## config.mk

```make
export PLATFORM = sky130hd
export DESIGN_NAME = control_sequencer
export DESIGN_NICKNAME = d
export VERILOG_FILES = /design/src/rtl/cpu_defs.sv /design/src/rtl/control_decode.sv /design/src/rtl/control_sequencer.sv
export SDC_FILE = /design/constraint.sdc
export NUM_CORES = 1
export LEC_CHECK = 0
export ABC_AREA = 0
export CORE_UTILIZATION = 45
export DETAILED_ROUTE_END_ITERATION = 8
export PLACE_DENSITY = 0.92
export SETUP_SLACK_MARGIN = 0.2
export SLEW_MARGIN = 5
export SYNTH_ARGS = -nofsm -noshare
export SYNTH_HDL_FRONTEND = slang
export SYNTH_SLANG_ARGS = --single-unit
```

## constraint.sdc

```tcl
create_clock -name clock -period 5 [get_ports clock]
set_clock_uncertainty 0.15 [all_clocks]
set_input_delay 1 -clock clock [delete_from_list [all_inputs] [get_ports clock]]
set_output_delay 1 -clock clock [all_outputs]
set_load 0.02 [all_outputs]
```

## src/rtl/cpu_defs.sv

```systemverilog
// Shared definitions for the hardwired control unit.
// Holds the opcode map, the sequencer state encoding, the opcode classes,
// the bit positions inside each control group and the packed control word.
package cpu_defs;

  localparam logic [4:0] OP_LD   = 5'b00000;
  localparam logic [4:0] OP_LDI  = 5'b00001;
  localparam logic [4:0] OP_ST   = 5'b00010;
  localparam logic [4:0] OP_ADD  = 5'b00011;
  localparam logic [4:0] OP_SHL  = 5'b01011;
  localparam logic [4:0] OP_ADDI = 5'b01100;
  localparam logic [4:0] OP_ANDI = 5'b01101;
  localparam logic [4:0] OP_ORI  = 5'b01110;
  localparam logic [4:0] OP_MUL  = 5'b01111;
  localparam logic [4:0] OP_DIV  = 5'b10000;
  localparam logic [4:0] OP_NEG  = 5'b10001;
  localparam logic [4:0] OP_NOT  = 5'b10010;
  localparam logic [4:0] OP_BR   = 5'b10011;
  localparam logic [4:0] OP_JR   = 5'b10100;
  localparam logic [4:0] OP_IN   = 5'b10110;
  localparam logic [4:0] OP_OUT  = 5'b10111;
  localparam logic [4:0] OP_MFHI = 5'b11000;
  localparam logic [4:0] OP_MFLO = 5'b11001;
  localparam logic [4:0] OP_NOP  = 5'b11010;
  localparam logic [4:0] OP_HALT = 5'b11011;

  typedef enum logic [3:0] {
    S_RST  = 4'd0,
    S_T0   = 4'd1,
    S_T1   = 4'd2,
    S_T2   = 4'd3,
    S_T3   = 4'd4,
    S_T4   = 4'd5,
    S_T5   = 4'd6,
    S_T6   = 4'd7,
    S_T7   = 4'd8,
    S_HALT = 4'd15
  } state_e;

  typedef enum logic [3:0] {
    C_LD, C_LDI, C_ST, C_ALU, C_IMM, C_MULDIV, C_NEGNOT,
    C_BR, C_JR, C_IN, C_OUT, C_MFHI, C_MFLO, C_NOP, C_HALT
  } op_class_e;

  // gr_sel = {Gra,Grb,Grc}
  localparam int unsigned GR_A = 2, GR_B = 1, GR_C = 0;
  // reg_ctl = {Rin,Rout,BAout}
  localparam int unsigned RC_IN = 2, RC_OUT = 1, RC_BA = 0;
  // bus_src = {PCout,Zlowout,Zhighout,MDRout,Cout,HIout,LOout,InPortout}
  localparam int unsigned BS_PC = 7, BS_ZLO = 6, BS_ZHI = 5, BS_MDR = 4;
  localparam int unsigned BS_C = 3, BS_HI = 2, BS_LO = 1, BS_INP = 0;
  // latch_en = {PCin,IRin,MARin,MDRin,Yin,Zin,HIin,LOin,CONin,OutPortin}
  localparam int unsigned LE_PC = 9, LE_IR = 8, LE_MAR = 7, LE_MDR = 6, LE_Y = 5;
  localparam int unsigned LE_Z = 4, LE_HI = 3, LE_LO = 2, LE_CON = 1, LE_OUTP = 0;
  // mem_ctl = {Read,Write}
  localparam int unsigned MC_RD = 1, MC_WR = 0;

  typedef struct packed {
    logic       run;
    logic [2:0] gr_sel;
    logic [2:0] reg_ctl;
    logic [7:0] bus_src;
    logic [9:0] latch_en;
    logic [1:0] mem_ctl;
    logic       inc_pc;
    logic [4:0] alu_op;
  } ctrl_t;

  function automatic op_class_e op_class(input logic [4:0] op);
    op_class_e c;
    if (op == OP_LD)                      c = C_LD;
    else if (op == OP_LDI)                c = C_LDI;
    else if (op == OP_ST)                 c = C_ST;
    else if (op >= OP_ADD && op <= OP_SHL) c = C_ALU;
    else if (op >= OP_ADDI && op <= OP_ORI) c = C_IMM;
    else if (op == OP_MUL || op == OP_DIV) c = C_MULDIV;
    else if (op == OP_NEG || op == OP_NOT) c = C_NEGNOT;
    else if (op == OP_BR)                 c = C_BR;
    else if (op == OP_JR)                 c = C_JR;
    else if (op == OP_IN)                 c = C_IN;
    else if (op == OP_OUT)                c = C_OUT;
    else if (op == OP_MFHI)               c = C_MFHI;
    else if (op == OP_MFLO)               c = C_MFLO;
    else if (op == OP_HALT)               c = C_HALT;
    else                                  c = C_NOP;  // nop and all undefined codes
    return c;
  endfunction

  // Final T-state of each class; the step after it is the instruction boundary.
  function automatic state_e last_step(input op_class_e c);
    state_e s;
    case (c)
      C_LD, C_ST:                     s = S_T7;
      C_ALU, C_IMM, C_LDI:            s = S_T5;
      C_MULDIV, C_BR:                 s = S_T6;
      C_NEGNOT:                       s = S_T4;
      C_JR, C_IN, C_OUT, C_MFHI, C_MFLO: s = S_T3;
      default:                        s = S_T2;
    endcase
    return s;
  endfunction

endpackage

```

## src/rtl/control_decode.sv

```systemverilog
// Combinational control-word decoder.
// Ports: state (current T-state), opcode (IR[31:27]), con_ff (branch condition)
//        -> ctrl (complete control word, all zero in RST/HALT).
module control_decode
  import cpu_defs::*;
(
  input  state_e     state,
  input  logic [4:0] opcode,
  input  logic       con_ff,
  output ctrl_t      ctrl
);

  op_class_e cls;

  always_comb begin
    cls  = op_class(opcode);
    ctrl = '0;
    ctrl.run = (state != S_RST) && (state != S_HALT);
    case (state)
      S_T0: begin
        ctrl.bus_src[BS_PC]   = 1'b1;
        ctrl.latch_en[LE_MAR] = 1'b1;
        ctrl.latch_en[LE_Z]   = 1'b1;
        ctrl.inc_pc           = 1'b1;
      end
      S_T1: begin
        ctrl.bus_src[BS_ZLO]  = 1'b1;
        ctrl.latch_en[LE_PC]  = 1'b1;
        ctrl.mem_ctl[MC_RD]   = 1'b1;
        ctrl.latch_en[LE_MDR] = 1'b1;
      end
      S_T2: begin
        ctrl.bus_src[BS_MDR] = 1'b1;
        ctrl.latch_en[LE_IR] = 1'b1;
      end
      S_T3: begin
        case (cls)
          C_LD, C_LDI, C_ST: begin
            ctrl.gr_sel[GR_B] = 1'b1; ctrl.reg_ctl[RC_BA] = 1'b1; ctrl.latch_en[LE_Y] = 1'b1;
          end
          C_ALU, C_IMM: begin
            ctrl.gr_sel[GR_B] = 1'b1; ctrl.reg_ctl[RC_OUT] = 1'b1; ctrl.latch_en[LE_Y] = 1'b1;
          end
          C_MULDIV: begin
            ctrl.gr_sel[GR_A] = 1'b1; ctrl.reg_ctl[RC_OUT] = 1'b1; ctrl.latch_en[LE_Y] = 1'b1;
          end
          C_NEGNOT: begin
            ctrl.gr_sel[GR_B] = 1'b1; ctrl.reg_ctl[RC_OUT] = 1'b1;
            ctrl.latch_en[LE_Z] = 1'b1; ctrl.alu_op = opcode;
          end
          C_BR: begin
            ctrl.gr_sel[GR_A] = 1'b1; ctrl.reg_ctl[RC_OUT] = 1'b1; ctrl.latch_en[LE_CON] = 1'b1;
          end
          C_JR: begin
            ctrl.gr_sel[GR_A] = 1'b1; ctrl.reg_ctl[RC_OUT] = 1'b1; ctrl.latch_en[LE_PC] = 1'b1;
          end
          C_IN: begin
            ctrl.bus_src[BS_INP] = 1'b1; ctrl.gr_sel[GR_A] = 1'b1; ctrl.reg_ctl[RC_IN] = 1'b1;
          end
          C_OUT: begin
            ctrl.gr_sel[GR_A] = 1'b1; ctrl.reg_ctl[RC_OUT] = 1'b1; ctrl.latch_en[LE_OUTP] = 1'b1;
          end
          C_MFHI: begin
            ctrl.bus_src[BS_HI] = 1'b1; ctrl.gr_sel[GR_A] = 1'b1; ctrl.reg_ctl[RC_IN] = 1'b1;
          end
          C_MFLO: begin
            ctrl.bus_src[BS_LO] = 1'b1; ctrl.gr_sel[GR_A] = 1'b1; ctrl.reg_ctl[RC_IN] = 1'b1;
          end
          default: ;
        endcase
      end
      S_T4: begin
        case (cls)
          C_LD, C_LDI, C_ST: begin
            ctrl.bus_src[BS_C] = 1'b1; ctrl.latch_en[LE_Z] = 1'b1; ctrl.alu_op = OP_ADD;
          end
          C_ALU: begin
            ctrl.gr_sel[GR_C] = 1'b1; ctrl.reg_ctl[RC_OUT] = 1'b1;
            ctrl.latch_en[LE_Z] = 1'b1; ctrl.alu_op = opcode;
          end
          C_IMM: begin
            ctrl.bus_src[BS_C] = 1'b1; ctrl.latch_en[LE_Z] = 1'b1; ctrl.alu_op = opcode;
          end
          C_MULDIV: begin
            ctrl.gr_sel[GR_B] = 1'b1; ctrl.reg_ctl[RC_OUT] = 1'b1;
            ctrl.latch_en[LE_Z] = 1'b1; ctrl.alu_op = opcode;
          end
          C_NEGNOT: begin
            ctrl.bus_src[BS_ZLO] = 1'b1; ctrl.gr_sel[GR_A] = 1'b1; ctrl.reg_ctl[RC_IN] = 1'b1;
          end
          C_BR: begin
            ctrl.bus_src[BS_PC] = 1'b1; ctrl.latch_en[LE_Y] = 1'b1;
          end
          default: ;
        endcase
      end
      S_T5: begin
        case (cls)
          C_LD, C_ST: begin
            ctrl.bus_src[BS_ZLO] = 1'b1; ctrl.latch_en[LE_MAR] = 1'b1;
          end
          C_LDI, C_ALU, C_IMM: begin
            ctrl.bus_src[BS_ZLO] = 1'b1; ctrl.gr_sel[GR_A] = 1'b1; ctrl.reg_ctl[RC_IN] = 1'b1;
          end
          C_MULDIV: begin
            ctrl.bus_src[BS_ZLO] = 1'b1; ctrl.latch_en[LE_LO] = 1'b1;
          end
          C_BR: begin
            ctrl.bus_src[BS_C] = 1'b1; ctrl.latch_en[LE_Z] = 1'b1; ctrl.alu_op = OP_ADD;
          end
          default: ;
        endcase
      end
      S_T6: begin
        case (cls)
          C_LD: begin
            ctrl.mem_ctl[MC_RD] = 1'b1; ctrl.latch_en[LE_MDR] = 1'b1;
          end
          // Read stays low so the MDR mux takes the bus value.
          C_ST: begin
            ctrl.gr_sel[GR_A] = 1'b1; ctrl.reg_ctl[RC_OUT] = 1'b1; ctrl.latch_en[LE_MDR] = 1'b1;
          end
          C_MULDIV: begin
            ctrl.bus_src[BS_ZHI] = 1'b1; ctrl.latch_en[LE_HI] = 1'b1;
          end
          // Branch target is written back only when the condition holds.
          C_BR: begin
            ctrl.bus_src[BS_ZLO] = con_ff; ctrl.latch_en[LE_PC] = con_ff;
          end
          default: ;
        endcase
      end
      S_T7: begin
        case (cls)
          C_LD: begin
            ctrl.bus_src[BS_MDR] = 1'b1; ctrl.gr_sel[GR_A] = 1'b1; ctrl.reg_ctl[RC_IN] = 1'b1;
          end
          C_ST: ctrl.mem_ctl[MC_WR] = 1'b1;
          default: ;
        endcase
      end
      default: ;
    endcase
  end

endmodule

```

## src/rtl/control_sequencer.sv

```systemverilog
// Hardwired control sequencer: T-state register and next-state logic,
// with the control word produced by control_decode.
// Ports: clock/reset (async active-high), stop (halt at instruction boundary),
//        con_ff, opcode in; run, gr_sel, reg_ctl, bus_src, latch_en, mem_ctl,
//        inc_pc, alu_op and step (debug state) out.
module control_sequencer
  import cpu_defs::*;
#(
  parameter int unsigned OP_W   = 5,
  parameter int unsigned STEP_W = 4
) (
  input  logic              clock,
  input  logic              reset,
  input  logic              stop,
  input  logic              con_ff,
  input  logic [OP_W-1:0]   opcode,
  output logic              run,
  output logic [2:0]        gr_sel,
  output logic [2:0]        reg_ctl,
  output logic [7:0]        bus_src,
  output logic [9:0]        latch_en,
  output logic [1:0]        mem_ctl,
  output logic              inc_pc,
  output logic [OP_W-1:0]   alu_op,
  output logic [STEP_W-1:0] step
);

  state_e    state_q, state_d;
  op_class_e cls;
  ctrl_t     ctrl;

  always_ff @(posedge clock or posedge reset) begin
    if (reset) state_q <= S_RST;
    else       state_q <= state_d;
  end

  always_comb begin
    cls     = op_class(opcode[4:0]);
    state_d = state_q;
    case (state_q)
      S_RST:  state_d = S_T0;
      S_HALT: state_d = S_HALT;
      default: begin
        // halt leaves straight from T2; other classes end at their last step,
        // where stop is honoured as the instruction boundary.
        if (state_q == S_T2 && cls == C_HALT)  state_d = S_HALT;
        else if (state_q == last_step(cls))    state_d = stop ? S_HALT : S_T0;
        else                                   state_d = state_e'(state_q + 4'd1);
      end
    endcase
  end

  control_decode u_decode (
    .state  (state_q),
    .opcode (opcode[4:0]),
    .con_ff (con_ff),
    .ctrl   (ctrl)
  );

  always_comb begin
    run      = ctrl.run;
    gr_sel   = ctrl.gr_sel;
    reg_ctl  = ctrl.reg_ctl;
    bus_src  = ctrl.bus_src;
    latch_en = ctrl.latch_en;
    mem_ctl  = ctrl.mem_ctl;
    inc_pc   = ctrl.inc_pc;
    alu_op   = OP_W'(ctrl.alu_op);
    step     = STEP_W'(state_q);
  end

endmodule

```

==> flow_summary.ini, run 1 <==
[power_and_ir_drop]
switching_power_mw = 0.3428
p_comb_share_pct = 81.3
leakage_nw = 0.6242
power.density_nw_per_um2 = 409.0
p_sw_share_pct = 52.42
pwr-share-seq_pct = 12.5
power.internal_mw = 0.3112
clock_power_share_pct = 6.3
peakVddDrop_mv = 0.3739

[floorplan]
core_um2 = 2255
die-area_um2 = 2640
boundaryPins = 46
start_util_pct = 48.67
die_w_um = 51.38
die_y_um = 51.38
placementRows = 17

[sta]
fin_crit_sh_pct = 91.69
holdWs_ns = 0.4731
rsz0062_at_grt = no
fmax_ghz = 0.2181
finalSetupTns_ns = 0
final-max-slew-violation-count = 0
period_minus_slack_ns = 4.585
worst_pin_slew_ns = 0.6103
max_slew_margin_pct = 58.94
hold_viol_final = 0
finalSetupViolations = 0

[yosys]
yosys.area.top_type = dfrtp_1
async_reset_ff_share_pct = 100.0
ys_seq_elements = 4
synthesis.nets = 187
ys_seq_area_share_pct = 9.122
synth_cells = 174
synth_top_area_share_pct = 9.122
synth_area_leaders = dfrtp_1, o21ai_0, nand2_1
yosysUniqueCellTypes = 40
synthesis.yosys.warnings = 0
postSynthAreaPerCell_um2 = 6.306
synth_ff_type = dfrtp_1
netlist_area_um2 = 1097
synth-edff-count = 0

[clock_tree]
numCtsBuffers = 3
cts_tree = yes
cts_buffer_depth = 2
clk_latency_ns = 0.23
clock-sinks = 4
post_cts_buffers = 0
h-tree-depth = 1
ctsRootBufferMaster = clkbuf_4
cts.clk_slew.worst_paths_ns = 0.04

[route]
drt_iter0_drc = 86
ant_nets = 0
dr.pass1.iters = 4
drcViolationCount = 0
vias = 1453
via_per_inst = 5.979
wire_per_inst_um = 15.06
drt-total-wl_mm = 3.659

[finish]
seq_area_um2 = 100.1
layout-drive-gt1-share_pct = 7.907
nFillCells = 196
stdcell_area_um2 = 1599
antenna_cells = 0
largest_reg_flops = 4
multiInputGateArea_um2 = 903.4
final_nets = 230
layout_common_cells = clkdlybuf4s50_1, nand2_1, nor2_1
layout.cells.most_common = clkdlybuf4s50_1
area_delta_synth_final_pct = 45.72

[global_route]
gr-usage-all-layers_pct = 28.65
overflow = 0
grt_max_degree = 24
antenna_found_initial = 0
grt_pass1_wl_mm = 5.934
grt_pass1_vias = 1236

[min_path]
holdPathStages = 1
holdCritPathClass = flip-flop to flip-flop

[worst_setup_path]
cp-end-kind = primary output
crit_type = input pin to primary output
crit_fanout = 10
cp.arrival_ns = 3.43
reg2reg_depth = 6
crit_path_start_kind = input pin
worstPathRequired_ns = 3.85

[placement]
place.gp.congestion = 0.9584
place_area_um2 = 1572
hpwl_mm = 2.853
io_buffer_count = 45

[flow_run]
drv_cap = 0

[outcome]
status = completed
timing repair:
| item | 4_1_cts | 5_1_grt |
|---|---|---|
| hold buffers | 0 | 0 |
| gates resized for setup | 0 | 2 |
| setup endpoints to repair | 0 | 6 |
path summary, 6_finish.rpt:
kind	start	to	slack, ns
worst max-delay path	opcode[1]	latch_en[9]	0.42
worst min-delay path	step[0]	step[0]	0.47
worst max register to register	step[3]	step[2]	2.91
worst min register to register	step[0]	step[0]	0.47
max in group asynchronous	reset	step[2]	3.75
min in group asynchronous	reset	step[1]	0.80
critical path: stages:
cell,delay (ns)
clkdlybuf4s50_1,0.58
buf_4,0.20
nand2_1,0.16
nor3_1,0.21
nand4_1,0.12
a21oi_1,0.32
o21bai_1,0.20
clkdlybuf4s50_1,0.64
cell type report:
type | instances | area share (%)
Tap cell | 28 | 2.191
Clock buffer | 3 | 1.408
Sequential cell | 4 | 6.260
Multi-Input combinational cell | 148 | 56.49
Inverter | 8 | 1.878
Timing Repair Buffer | 52 | 31.77
metrics by stage:
stage	setup WS (ns)	util, %	total power, mW	std cells
final	0.4153	70.92	0.6540	243
after global routing	0.3308	70.92	0.6965	243
after global placement	0.3500	69.70	0.5950	240
after floorplan	1.464	-	0.3971	174
after detailed placement	0.3425	69.70	0.6042	240
after CTS	0.3454	70.70	0.6479	243
synth_stat cells, drive strengths merged (2+ instances only):
| cell | n |
|---|---|
| dfrtp | 4 |
| nor4 | 3 |
| inv | 8 |
| nand2b | 7 |
| or2 | 2 |
| clkbuf | 7 |
| ha | 4 |
| nor2 | 18 |
| o21bai | 4 |
| a31oi | 2 |
| and2 | 5 |
| xnor2 | 3 |
| nor4b | 2 |
| o211ai | 4 |
| xor2 | 2 |
| nand4b | 2 |
| or3 | 2 |
| a21oi | 7 |
| o21ai | 16 |
| nand4 | 4 |
| nand3b | 3 |
| buf | 7 |
| nand3 | 6 |
| nor3 | 9 |
| nand2 | 19 |
| o22ai | 3 |
| or4 | 3 |
| nor2b | 9 |
| a22oi | 3 |
routing by layer:
metal	vias up	global-route usage [%]	share of wire, %
met5	-	0	0
met4	0	5.405	1.4
met3	8	1.786	9.7
met2	102	44.81	45
met1	643	42.78	44
li1	700	-	-
power by group through the flow:
stage	sequential [mW]	combinational, mW	clock [mW]
2_1_floorplan	0.0795	0.318	0
3_3_place_gp	0.0802	0.515	0
3_5_place_dp	0.0813	0.523	0
4_1_cts	0.0810	0.525	0.0419
5_1_grt	0.0853	0.568	0.0433
6_report	0.0816	0.531	0.0410
logic make-up after synthesis:
| logic type | share of synthesized area [%] |
|---|---|
| flops | 9.122 |
| simple gates | 47.66 |
| xor+xnor | 4.676 |
| buf+inv | 8.553 |
| compound gates | 25.43 |
| fa+ha+maj | 4.561 |
(Power assumes the default switching activity.)
==> inputs of run 2 (changes only) <==
- GPL_TIMING_DRIVEN: default -> 0
==> run 2 against run 1 <==
Clock power rose by 5.9%. Utilization increased by 0.39 points. Global-route usage up 1.1 points. Largest cell class unchanged. Non-clock buffer count increased by 7.
==> flow_summary.ini, run 2 (synthesized netlist as in run 1, its figures left out) <==
[outcome]
status = completed

[placement]
place.gp.congestion = 0.9789
dp.cells = 247
io_buffer_count = 45
pre_cts_ws_ns = 0.3084
hpwl_mm = 2.745

[global_route]
overflow = 0
grt_max_degree = 11
grt_pass1_vias = 1316
gr-usage-all-layers_pct = 29.72
antenna_found_initial = 0
grt_pass1_wl_mm = 5.927

[sta]
final-max-slew-violation-count = 0
finalSetupViolations = 0
max_slew_margin_pct = 65.76
fin_crit_sh_pct = 93.69
holdWs_ns = 0.4707
fmax_ghz = 0.2135
rsz0062_at_grt = no
period_minus_slack_ns = 4.685
hold_viol_final = 0
setup_slack_ns = 0.3155
finalSetupTns_ns = 0
worst_pin_slew_ns = 0.5089

[worst_setup_path]
critPathLaunch = opcode[0]
rrSetupSlack_ns = 3.00
regToRegStartpoint = step[2]
r2r-end = step[2]
crit_fanout = 8
crit_type = input pin to primary output
crit_path_start_kind = input pin
cp-end-kind = primary output
cp.arrival_ns = 3.53
reg2reg_depth = 6
worstPathRequired_ns = 3.85
crit_path_end = latch_en[4]

[finish]
fin_cells = 250
layout_common_cells = clkdlybuf4s50_1, nand2_1, nor2_1
utilization_pct = 71.31
antenna_cells = 0
seq_area_um2 = 100.1
multiInputGateArea_um2 = 903.4
final_nets = 237
layout.cells.most_common = clkdlybuf4s50_1
layout-drive-gt1-share_pct = 8.559
largest_reg_flops = 4
nFillCells = 207
area_delta_synth_final_pct = 46.52

[power_and_ir_drop]
leakage_nw = 0.6192
peakVddDrop_mv = 0.3651
power.density_nw_per_um2 = 404.7

[route]
via_per_inst = 5.988
wire_per_inst_um = 14.36
drcViolationCount = 0
wl_met2_mm = 1.574
vias = 1497
dr.pass1.iters = 4
wl_met3_um = 397
ant_nets = 0
routedLengthMet1_mm = 1.566
drt-total-wl_mm = 3.591
drt_iter0_drc = 96
top_layer_used = met4

[floorplan]
die_y_um = 51.38
core_um2 = 2255
placementRows = 17
boundaryPins = 46
die_w_um = 51.38
start_util_pct = 48.67
die-area_um2 = 2640

[clock_tree]
cts_buffer_depth = 2
clk_latency_ns = 0.25
h-tree-depth = 1
ctsRootBufferMaster = clkbuf_4
cts_tree = yes
numCtsBuffers = 3
cts.clk_slew.worst_paths_ns = 0.04
clock-sinks = 4
post_cts_buffers = 0

[flow_run]
drv_cap = 0

[min_path]
holdCritPathClass = flip-flop to flip-flop
==> run 2: cell types whose count changed in the layout (fill, tap and decap cells not counted) <==
cell	change
clkbuf_1	+5
dlymetal6s2s_1	-2
buf_2	+6
clkdlybuf4s50_1	+2
buf_4	-6
clkbuf_2	+2
==> run 2: report_power, final <==
group / total (mW) / switching [mW] / internal (mW)
Clock: 0.0434 / 0.0163 / 0.0270
Sequential: 0.0653 / 0.0175 / 0.0478
Combinational: 0.542 / 0.306 / 0.236
==> run 2: final cells by class <==
cell class / instances / share of cell area (%)
plain buffers: 14 / 4.125
clock buffers: 3 / 1.401
inverters: 8 / 1.868
multi-input cells: 148 / 56.19
flip-flops and latches: 4 / 6.226
well taps: 28 / 2.179
repair buffers: 45 / 28.02
==> run 2: how the worst min path moves through the flow <==
stage | from | to | slack (ns) | cells after the start
6_report | step[0] | step[0] | 0.47 | 1
5_1_grt | step[0] | step[0] | 0.51 | 1
4_1_cts | step[0] | step[0] | 0.47 | 1
3_5_place_dp | step[0] | step[0] | 0.46 | 1
3_3_place_gp | step[0] | step[0] | 0.46 | 1
2_1_floorplan | step[0] | step[0] | 0.49 | 1
==> run 2: through the flow <==
step	total power, mW	area [µm²]
after CTS	0.6480	1605
after global routing	0.6996	1608
after floorplan	0.3971	1097
after detailed placement	0.6006	1583
after global placement	0.5955	1583
final	0.6506	1608
==> run 2: worst max-delay path, stage by stage <==
cell and delay, ns:
clkdlybuf4s50_1 0.59, and2_1 0.16, clkbuf_1 0.26, or3_1 0.18, a21boi_1 0.10, o21bai_1 0.20
or4b_1 0.49, clkdlybuf4s50_1 0.55
==> run 2: timing repair <==
action | in CTS | in global routing
resized for setup | 0 | 4
endpoints found under the setup margin | 0 | 1
hold buffers | 0 | 0
==> run 2: routing by layer <==
layer  vias up  GRT usage [%]
li1        712              -
met3        10          6.548
met1       669          42.32
met2       106          43.51
met5         -              0
met4         0          9.910
==> inputs of run 3 (changes only) <==
- CTS_BUF_LIST: default -> sky130_fd_sc_hd__clkbuf_2
==> run 3 against run 2 <==
Worst setup slack improved by 0.00066 ns. Utilization shrank 0.33 points. Combinational power about the same. Highest routed layer unchanged.
==> flow_summary.ini, run 3 (synthesized netlist as in run 1, its figures left out) <==
[outcome]
status = completed

[min_path]
holdCritPathClass = flip-flop to flip-flop

[placement]
place.gp.congestion = 0.9789
pre_cts_ws_ns = 0.3084
io_buffer_count = 45
place_area_um2 = 1583
dp.cells = 247
hpwl_mm = 2.745

[route]
via_per_inst = 5.996
vias = 1499
drt-total-wl_mm = 3.610
top_layer_used = met4
dr.pass1.iters = 6
routedLengthMet1_mm = 1.567
drt_iter0_drc = 99
wl_met2_mm = 1.564
wl_met3_um = 433
wire_per_inst_um = 14.44
ant_nets = 0
drcViolationCount = 0

[finish]
antenna_cells = 0
largest_reg_flops = 4
layout_common_cells = clkdlybuf4s50_1, nand2_1, nor2_1
fin_cells = 250
stdcell_area_um2 = 1600
layout.cells.most_common = clkdlybuf4s50_1
area_delta_synth_final_pct = 45.84
utilization_pct = 70.98
layout-drive-gt1-share_pct = 8.559
final_nets = 237

[floorplan]
die_y_um = 51.38
placementRows = 17
core_um2 = 2255
die-area_um2 = 2640
start_util_pct = 48.67
die_w_um = 51.38
boundaryPins = 46

[sta]
max_slew_margin_pct = 65.73
period_minus_slack_ns = 4.684
setup_slack_ns = 0.3161
hold_viol_final = 0
fmax_ghz = 0.2135
worst_pin_slew_ns = 0.5093
finalSetupTns_ns = 0
finalSetupViolations = 0
rsz0062_at_grt = no
final-max-slew-violation-count = 0
fin_crit_sh_pct = 93.68
holdWs_ns = 0.4746

[worst_setup_path]
path_cells = clkdlybuf4s50_1 > buf_2 > or2_2 > or4_1 > nor2_1 > nor3_1 > o211ai_1 > clkdlybuf4s50_1
crit_type = input pin to primary output
crit_fanout = 10
cp-end-kind = primary output
slowest_stage = clkdlybuf4s50_1
critPathTopFamily = buffers and inverters
crit_top_cell = clkdlybuf4s50_1
slowest_delay_ns = 0.64
worstPathRequired_ns = 3.85
cp.arrival_ns = 3.53
crit_path_start_kind = input pin
critPathBufInv = 3

[power_and_ir_drop]
peakVddDrop_mv = 0.3640
p_total_mw = 0.6404
power.density_nw_per_um2 = 400.2
leakage_nw = 0.6178

[global_route]
overflow = 0
gr-usage-all-layers_pct = 29.72
grt_pass1_vias = 1316
antenna_found_initial = 0
grt_pass1_wl_mm = 5.927
grt_max_degree = 11

[clock_tree]
cts_buffer_depth = 2
clk_latency_ns = 0.23
postCtsHoldBufs = 0
cts_tree = yes
cts.clk_slew.worst_paths_ns = 0.04
clock-sinks = 4
h-tree-depth = 1
ctsRootBufferMaster = clkbuf_2
numCtsBuffers = 3

[flow_run]
drv_cap = 0
## run 3: cell counts in the layout (fill, tap and decap cells not counted)
Identical to the previous run, type by type.
## run 3: what timing repair did
action / 4_1_cts / 5_1_grt
gates resized for setup: 0 / 4
buffers inserted: 0 / 0
endpoints found under the setup margin: 0 / 1
## run 3: power breakdown
| group | internal (mW) | leakage [nW] | switching, mW |
|---|---|---|---|
| logic | 0.236 | 0.555 | 0.307 |
| clock network | 0.0161 | 0.0125 | 0.0161 |
| registers | 0.0477 | 0.0507 | 0.0177 |
| total | 0.300 | 0.618 | 0.340 |
## run 3: per-layer routing
metal	global-route usage, %	up-vias
li1	-	713
met1	42.32	670
met2	43.51	108
met3	6.548	8
met4	9.910	0
met5	0	-
## run 3: path summary, 6_finish.rpt
kind / from / end / slack, ns / cells past startpoint
max: opcode[2] / gr_sel[2] / 0.32 / 8
min: step[0] / step[0] / 0.47 / 1
max reg2reg: step[3] / step[2] / 3.00 / 7
min reg2reg: step[0] / step[0] / 0.47 / 1
max in group asynchronous: reset / step[0] / 3.73 / 2
min in group asynchronous: reset / step[2] / 0.82 / 2
## run 3: cell type report
| type | instances | area [µm²] |
|---|---|---|
| multi-input combinational | 148 | 903.4 |
| fill | 209 | 654.4 |
| timing repair buffer | 45 | 450.4 |
| sequential | 4 | 100.1 |
| buffer | 14 | 66.31 |
| tap | 28 | 35.03 |
| inverter | 8 | 30.03 |
| clock buffer | 3 | 15.01 |
